==> src/rtl/icache_defs.sv <==
// Shared geometry, field layout and FSM encoding for the direct-mapped instruction cache.
package icache_defs;

    localparam int ADDR_W   = 10;
    localparam int TAG_W    = 3;
    localparam int INDEX_W  = 3;
    localparam int OFFSET_W = 2;
    localparam int BLOCK_W  = TAG_W + INDEX_W;
    localparam int LINES    = 1 << INDEX_W;
    localparam int WORD_W   = 32;
    localparam int LINE_W   = WORD_W << OFFSET_W;
    localparam int COUNT_W  = 16;

    typedef enum logic [1:0] {
        IDLE     = 2'd0,
        MEM_READ = 2'd1,
        UPDATE   = 2'd2
    } cache_state_t;

    // Fetch address without its byte-select bits: {tag, index, word offset}.
    typedef struct packed {
        logic [TAG_W-1:0]    tag;
        logic [INDEX_W-1:0]  index;
        logic [OFFSET_W-1:0] offset;
    } fetch_fields_t;

    function automatic logic [BLOCK_W-1:0] block_address(input fetch_fields_t f);
        return {f.tag, f.index};
    endfunction

endpackage

==> src/rtl/icache_word_sel.sv <==
// Combinational 4:1 selection of one 32-bit instruction word out of a 128-bit cache line.
module icache_word_sel
    import icache_defs::*;
(
    input  logic [LINE_W-1:0]   line,
    input  logic [OFFSET_W-1:0] offset,
    output logic [WORD_W-1:0]   word
);

    always_comb begin
        word = line[WORD_W-1:0];
        case (offset)
            2'd0: word = line[WORD_W-1:0];
            2'd1: word = line[2*WORD_W-1:WORD_W];
            2'd2: word = line[3*WORD_W-1:2*WORD_W];
            2'd3: word = line[4*WORD_W-1:3*WORD_W];
            default: word = line[WORD_W-1:0];
        endcase
    end

endmodule

==> src/rtl/icache_controller.sv <==
// Direct-mapped, read-only instruction cache: zero-latency hits, block refill on miss,
// saturating miss counter.
module icache_controller
    import icache_defs::*;
(
    input  logic                clock,
    input  logic                reset,
    input  logic [ADDR_W-1:0]   address,
    input  logic                read,
    output logic [WORD_W-1:0]   instruction,
    output logic                busywait,
    output logic [BLOCK_W-1:0]  mem_address,
    output logic                mem_read,
    input  logic [LINE_W-1:0]   mem_readdata,
    input  logic                mem_busywait,
    output logic [COUNT_W-1:0]  miss_count
);

    fetch_fields_t     fields;
    logic              unused_byte_bits;
    logic [LINES-1:0]  valid;
    logic [TAG_W-1:0]  tags  [LINES];
    logic [LINE_W-1:0] lines [LINES];
    cache_state_t      state;
    logic              hit;
    logic              fill;
    logic [TAG_W-1:0]  fill_tag;
    logic [INDEX_W-1:0] fill_index;

    assign fields           = address[ADDR_W-1:2];
    assign unused_byte_bits = ^address[1:0];

    // The latched block address doubles as the refill target while in MEM_READ.
    assign {fill_tag, fill_index} = mem_address;

    assign hit      = read & valid[fields.index] & (tags[fields.index] == fields.tag);
    assign fill     = (state == MEM_READ) & ~mem_busywait;
    assign busywait = ~reset & ((state != IDLE) | (read & ~hit));

    always_ff @(posedge clock or posedge reset) begin
        if (reset) begin
            state       <= IDLE;
            mem_read    <= 1'b0;
            mem_address <= '0;
            miss_count  <= '0;
        end else begin
            case (state)
                IDLE: begin
                    if (read && !hit) begin
                        state       <= MEM_READ;
                        mem_read    <= 1'b1;
                        mem_address <= block_address(fields);
                        if (miss_count != '1) begin
                            miss_count <= miss_count + COUNT_W'(1);
                        end
                    end
                end
                MEM_READ: begin
                    if (!mem_busywait) begin
                        state       <= UPDATE;
                        mem_read    <= 1'b0;
                        mem_address <= '0;
                    end
                end
                UPDATE: begin
                    state <= IDLE;
                end
                default: begin
                    state       <= IDLE;
                    mem_read    <= 1'b0;
                    mem_address <= '0;
                end
            endcase
        end
    end

    // Only the valid bits need clearing; stale tags and data are unreachable until refilled.
    always_ff @(posedge clock or posedge reset) begin
        if (reset) begin
            valid <= '0;
        end else if (fill) begin
            valid[fill_index] <= 1'b1;
        end
    end

    always_ff @(posedge clock) begin
        if (fill) begin
            tags[fill_index]  <= fill_tag;
            lines[fill_index] <= mem_readdata;
        end
    end

    icache_word_sel u_word_sel (
        .line   (lines[fields.index]),
        .offset (fields.offset),
        .word   (instruction)
    );

endmodule

==> config.mk <==
export PLATFORM = sky130hd
export DESIGN_NAME = icache_controller
export DESIGN_NICKNAME = d
export VERILOG_FILES = /design/src/rtl/icache_defs.sv /design/src/rtl/icache_word_sel.sv /design/src/rtl/icache_controller.sv
export SDC_FILE = /design/constraint.sdc
export NUM_CORES = 1
export LEC_CHECK = 0
export BUFFER_PORTS_ARGS = -buffer_cell sky130_fd_sc_hd__buf_2
export CAP_MARGIN = 20
export CORE_ASPECT_RATIO = 0.5
export CORE_UTILIZATION = 59
export DETAILED_ROUTE_END_ITERATION = 12
export PLACE_DENSITY = 0.75
export REMOVE_ABC_BUFFERS = 1
export SYNTH_ARGS = -nofsm -noshare
export SYNTH_HDL_FRONTEND = slang
export SYNTH_SLANG_ARGS = --single-unit
==> constraint.sdc <==
create_clock -name clock -period 12.5 [get_ports clock]
set_input_delay 0.625 -clock clock [delete_from_list [all_inputs] [get_ports clock]]
set_output_delay 0.625 -clock clock [all_outputs]
set_load 0.1 [all_outputs]
==> metrics.yaml <==
power_leakage_nw: 15.19
syn_inst: 1823
rsz0062_at_grt: "false"
setup_total_negative_slack_ns: 0
grt_antenna_before_repair: 6
routed-via-count: 19070
floorplan.io_pins: 198
ir_drop_mv: 0.1462
setup.worst_path.end: "instruction[19]"
nFillCells: 4240
post_cts_hold_buffer_count: 0
maxSlewViolCount: 0
cts_buffer_depth: 3
hp-class: "in2async"
grtUsageTotal_pct: 23.59
io_buffers: 195
reg2reg_to: "lines[4][77]"
power.density_nw_per_um2: 170.5
drive_above_1_share_pct: 30.08
routed_via_density: 6.230
final_common_cell: "sky130_fd_sc_hd__edfxtp_1"
p_seq_share_pct: 54.7
clock-skew-final_ns: 0.01471
vias_in_the_first_global_route: 20000
seq_area_frac_synth_pct: 78.04
worst_setup_hold_path_clk_slew_ns: 0.07
die_width_um: 376.5
mostFrequentLayoutCells: "sky130_fd_sc_hd__edfxtp_1 (1048), sky130_fd_sc_hd__mux4_2 (261), sky130_fd_sc_hd__buf_2 (192)"
cts_num_sinks: 1081
core_region_area_um2: 69170
grt_max_degree: 133
first_pass_grt_wire_length_um: 123000
finalNetCount: 2192
grt_overflow: 0
final_cells: 3061
routabilityCongestion: 0.7461
drtPass1Iterations: 5
route.detailed.drc: 0
synth.cell_area_um2: 41380
headroom_to_the_max_slew_limit_pct: 33.23
switching_power_w: 0.001948
setup_ws_ns: 7.452
internal_reg_to_reg_setup_slack_ns: 9.65
worst-slew-pin-transition_ns: 1.002
post_cts_repair_setup_buffers: 0
cts-root-buf: "sky130_fd_sc_hd__clkbuf_16"
cts-buffers-inserted: 89
power.clock.fraction_pct: 33.8
critPathArrivalTime_ns: 4.42
intPower_w: 0.005940
synth_cell_types: 37
tritoncts_clock_tree: "yes"
synth_seq_cells: 1081
place_hpwl_um: 41990
critical_path.reg2reg.startpoint: "state[1]"
run_status: "finished clean"
timing.final.hold_violations: 0
path_max_fanout: 95
floorplan.rows: 68
htree_num_levels: 3
yosys_warnings: 0
wl_um: 82300
area_enclosed_by_the_die_boundary_um2: 71270
detail_route.iter0.violations: 1674
finalCriticalPeriod_ns: 5.048
die_h_um: 189.3
timing.reg2reg.worst_path_depth: 5
max_freq_ghz: 0.1981
cp-startpoint: "address[4]"
worst_slack_placed_ns: 7.354
layout-area-overhead-vs-synth_pct: 11.82
report.final.setup_viol: 0
cp_endpoint_kind: "output port"
placed_cells: 2903
insertion_delay_ns: 0.65
initial_utilization_pct: 59.83
avgSynthCellArea_um2: 22.70
antenna_violating_nets_post_route: 0
timing.setup.critical_path_class: "in2out"
power.share.combinational_pct: 11.5
timing.critical_path.required_ns: 11.88
fin_crit_sh_pct: 40.38
avgRoutedWirePerCell_um: 26.89
cap_violations: 0
switching_share_pct: 24.70
critPathLaunchType: "input pin"
postCtsResizedCells: 0
-- cell usage after synthesis (all sizes together) --
cell type / number / area, um^2
xor2: 8 / 70.07
nand2b: 5 / 31.28
a21o: 1 / 7.510
nor3b: 3 / 27.52
nor4b: 3 / 45.04
nand4: 8 / 56.30
or3b: 1 / 8.760
ha: 1 / 12.51
clkbuf: 45 / 168.9
and4: 1 / 8.760
and3: 4 / 25.02
nor4: 1 / 6.260
mux2i: 140 / 1401
o22ai: 38 / 237.7
a31o: 2 / 17.52
nand2: 23 / 86.33
inv: 6 / 22.52
nor2: 41 / 153.9
xnor2: 9 / 78.83
nor2b: 1 / 6.260
and2: 1 / 6.260
a21oi: 59 / 295.3
dfrtp: 33 / 825.8
buf: 49 / 254.0
o21ai: 1 / 5.000
nor3: 11 / 55.05
nand4b: 1 / 8.760
or2: 8 / 50.05
nand3: 8 / 40.04
mux2: 2 / 22.52
mux4: 261 / 5878
edfxtp: 1048 / 31470
-- metrics by stage --
step	utilization [%]	hold WS, ns	cell area, um^2	power (W)
floorplan	-	0.4337	40960	0.005024
global placement	62.95	0.4451	43550	0.005274
detailed placement	62.95	0.4546	43550	0.005304
CTS	66.88	0.06915	46260	0.007931
global route	66.90	0.1112	46270	0.008120
finish	66.90	0.08292	46280	0.007888
-- power by group through the flow --
| stage | logic (W) | registers (W) | clock network, W |
|---|---|---|---|
| 3_5_place_dp | 0.000910 | 0.00439 | 0 |
| 4_1_cts | 0.000914 | 0.00432 | 0.00270 |
| 6_report | 0.000903 | 0.00432 | 0.00267 |
| 3_3_place_gp | 0.000898 | 0.00438 | 0 |
| 2_1_floorplan | 0.000455 | 0.00457 | 0 |
| 5_1_grt | 0.000953 | 0.00434 | 0.00283 |
-- how the worst min path moves through the flow --
stage                        start             to  slack (ns)  cells past startpoint
after floorplan           valid[2]       valid[2]        0.43                      1
after global placement    valid[6]       valid[6]        0.45                      1
after detailed placement  valid[2]       valid[2]        0.45                      1
after CTS                    reset  miss_count[1]        0.07                      3
after global routing         reset  miss_count[1]        0.11                      3
final                        reset  miss_count[7]        0.08                      3
-- routing by layer --
layer | global-route usage (%) | share of wire [%]
met3 | 3.443 | 5.6
met5 | 0 | 0.015
met4 | 6.223 | 1.9
met1 | 33.24 | 41
met2 | 39.46 | 51
-- area by class of cell --
type                    count  area [um^2]  share of cell area [%]
diodes                      5        12.51                 0.02704
clock buffers             110         2401                   5.188
clock inverters            43        317.8                  0.6867
inverters                   6        22.52                 0.04867
multi-input cells         642         8710                   18.82
flip-flops and latches   1081        32300                   69.79
well taps                 945         1182                   2.555
repair buffers            229         1335                   2.885
-- worst max-delay path, cell delays in order --
cell	delay, ns
sky130_fd_sc_hd__buf_8	0.53
sky130_fd_sc_hd__buf_12	0.67
sky130_fd_sc_hd__buf_4	0.83
sky130_fd_sc_hd__mux4_2	0.61
sky130_fd_sc_hd__mux2i_1	0.15
sky130_fd_sc_hd__o22ai_1	0.11
sky130_fd_sc_hd__nor3_1	0.26
sky130_fd_sc_hd__a21oi_1	0.14
sky130_fd_sc_hd__buf_2	0.35
-- registers in the layout, indices dropped and copies added (netlist names) --
register / count
miss_count: 16
state: 2
valid: 8
tags: 24
mem_address: 6
mem_read: 1
lines: 1024
-- logic make-up after synthesis --
kind of cell	share of synthesized area (%)
compound gates	1.361
simple gates	1.488
buf+inv	1.076
fa+ha+maj	0.03023
flops	78.04
mux	17.64
xor+xnor	0.3598
Note: power is estimated with default switching activity, not from simulation.
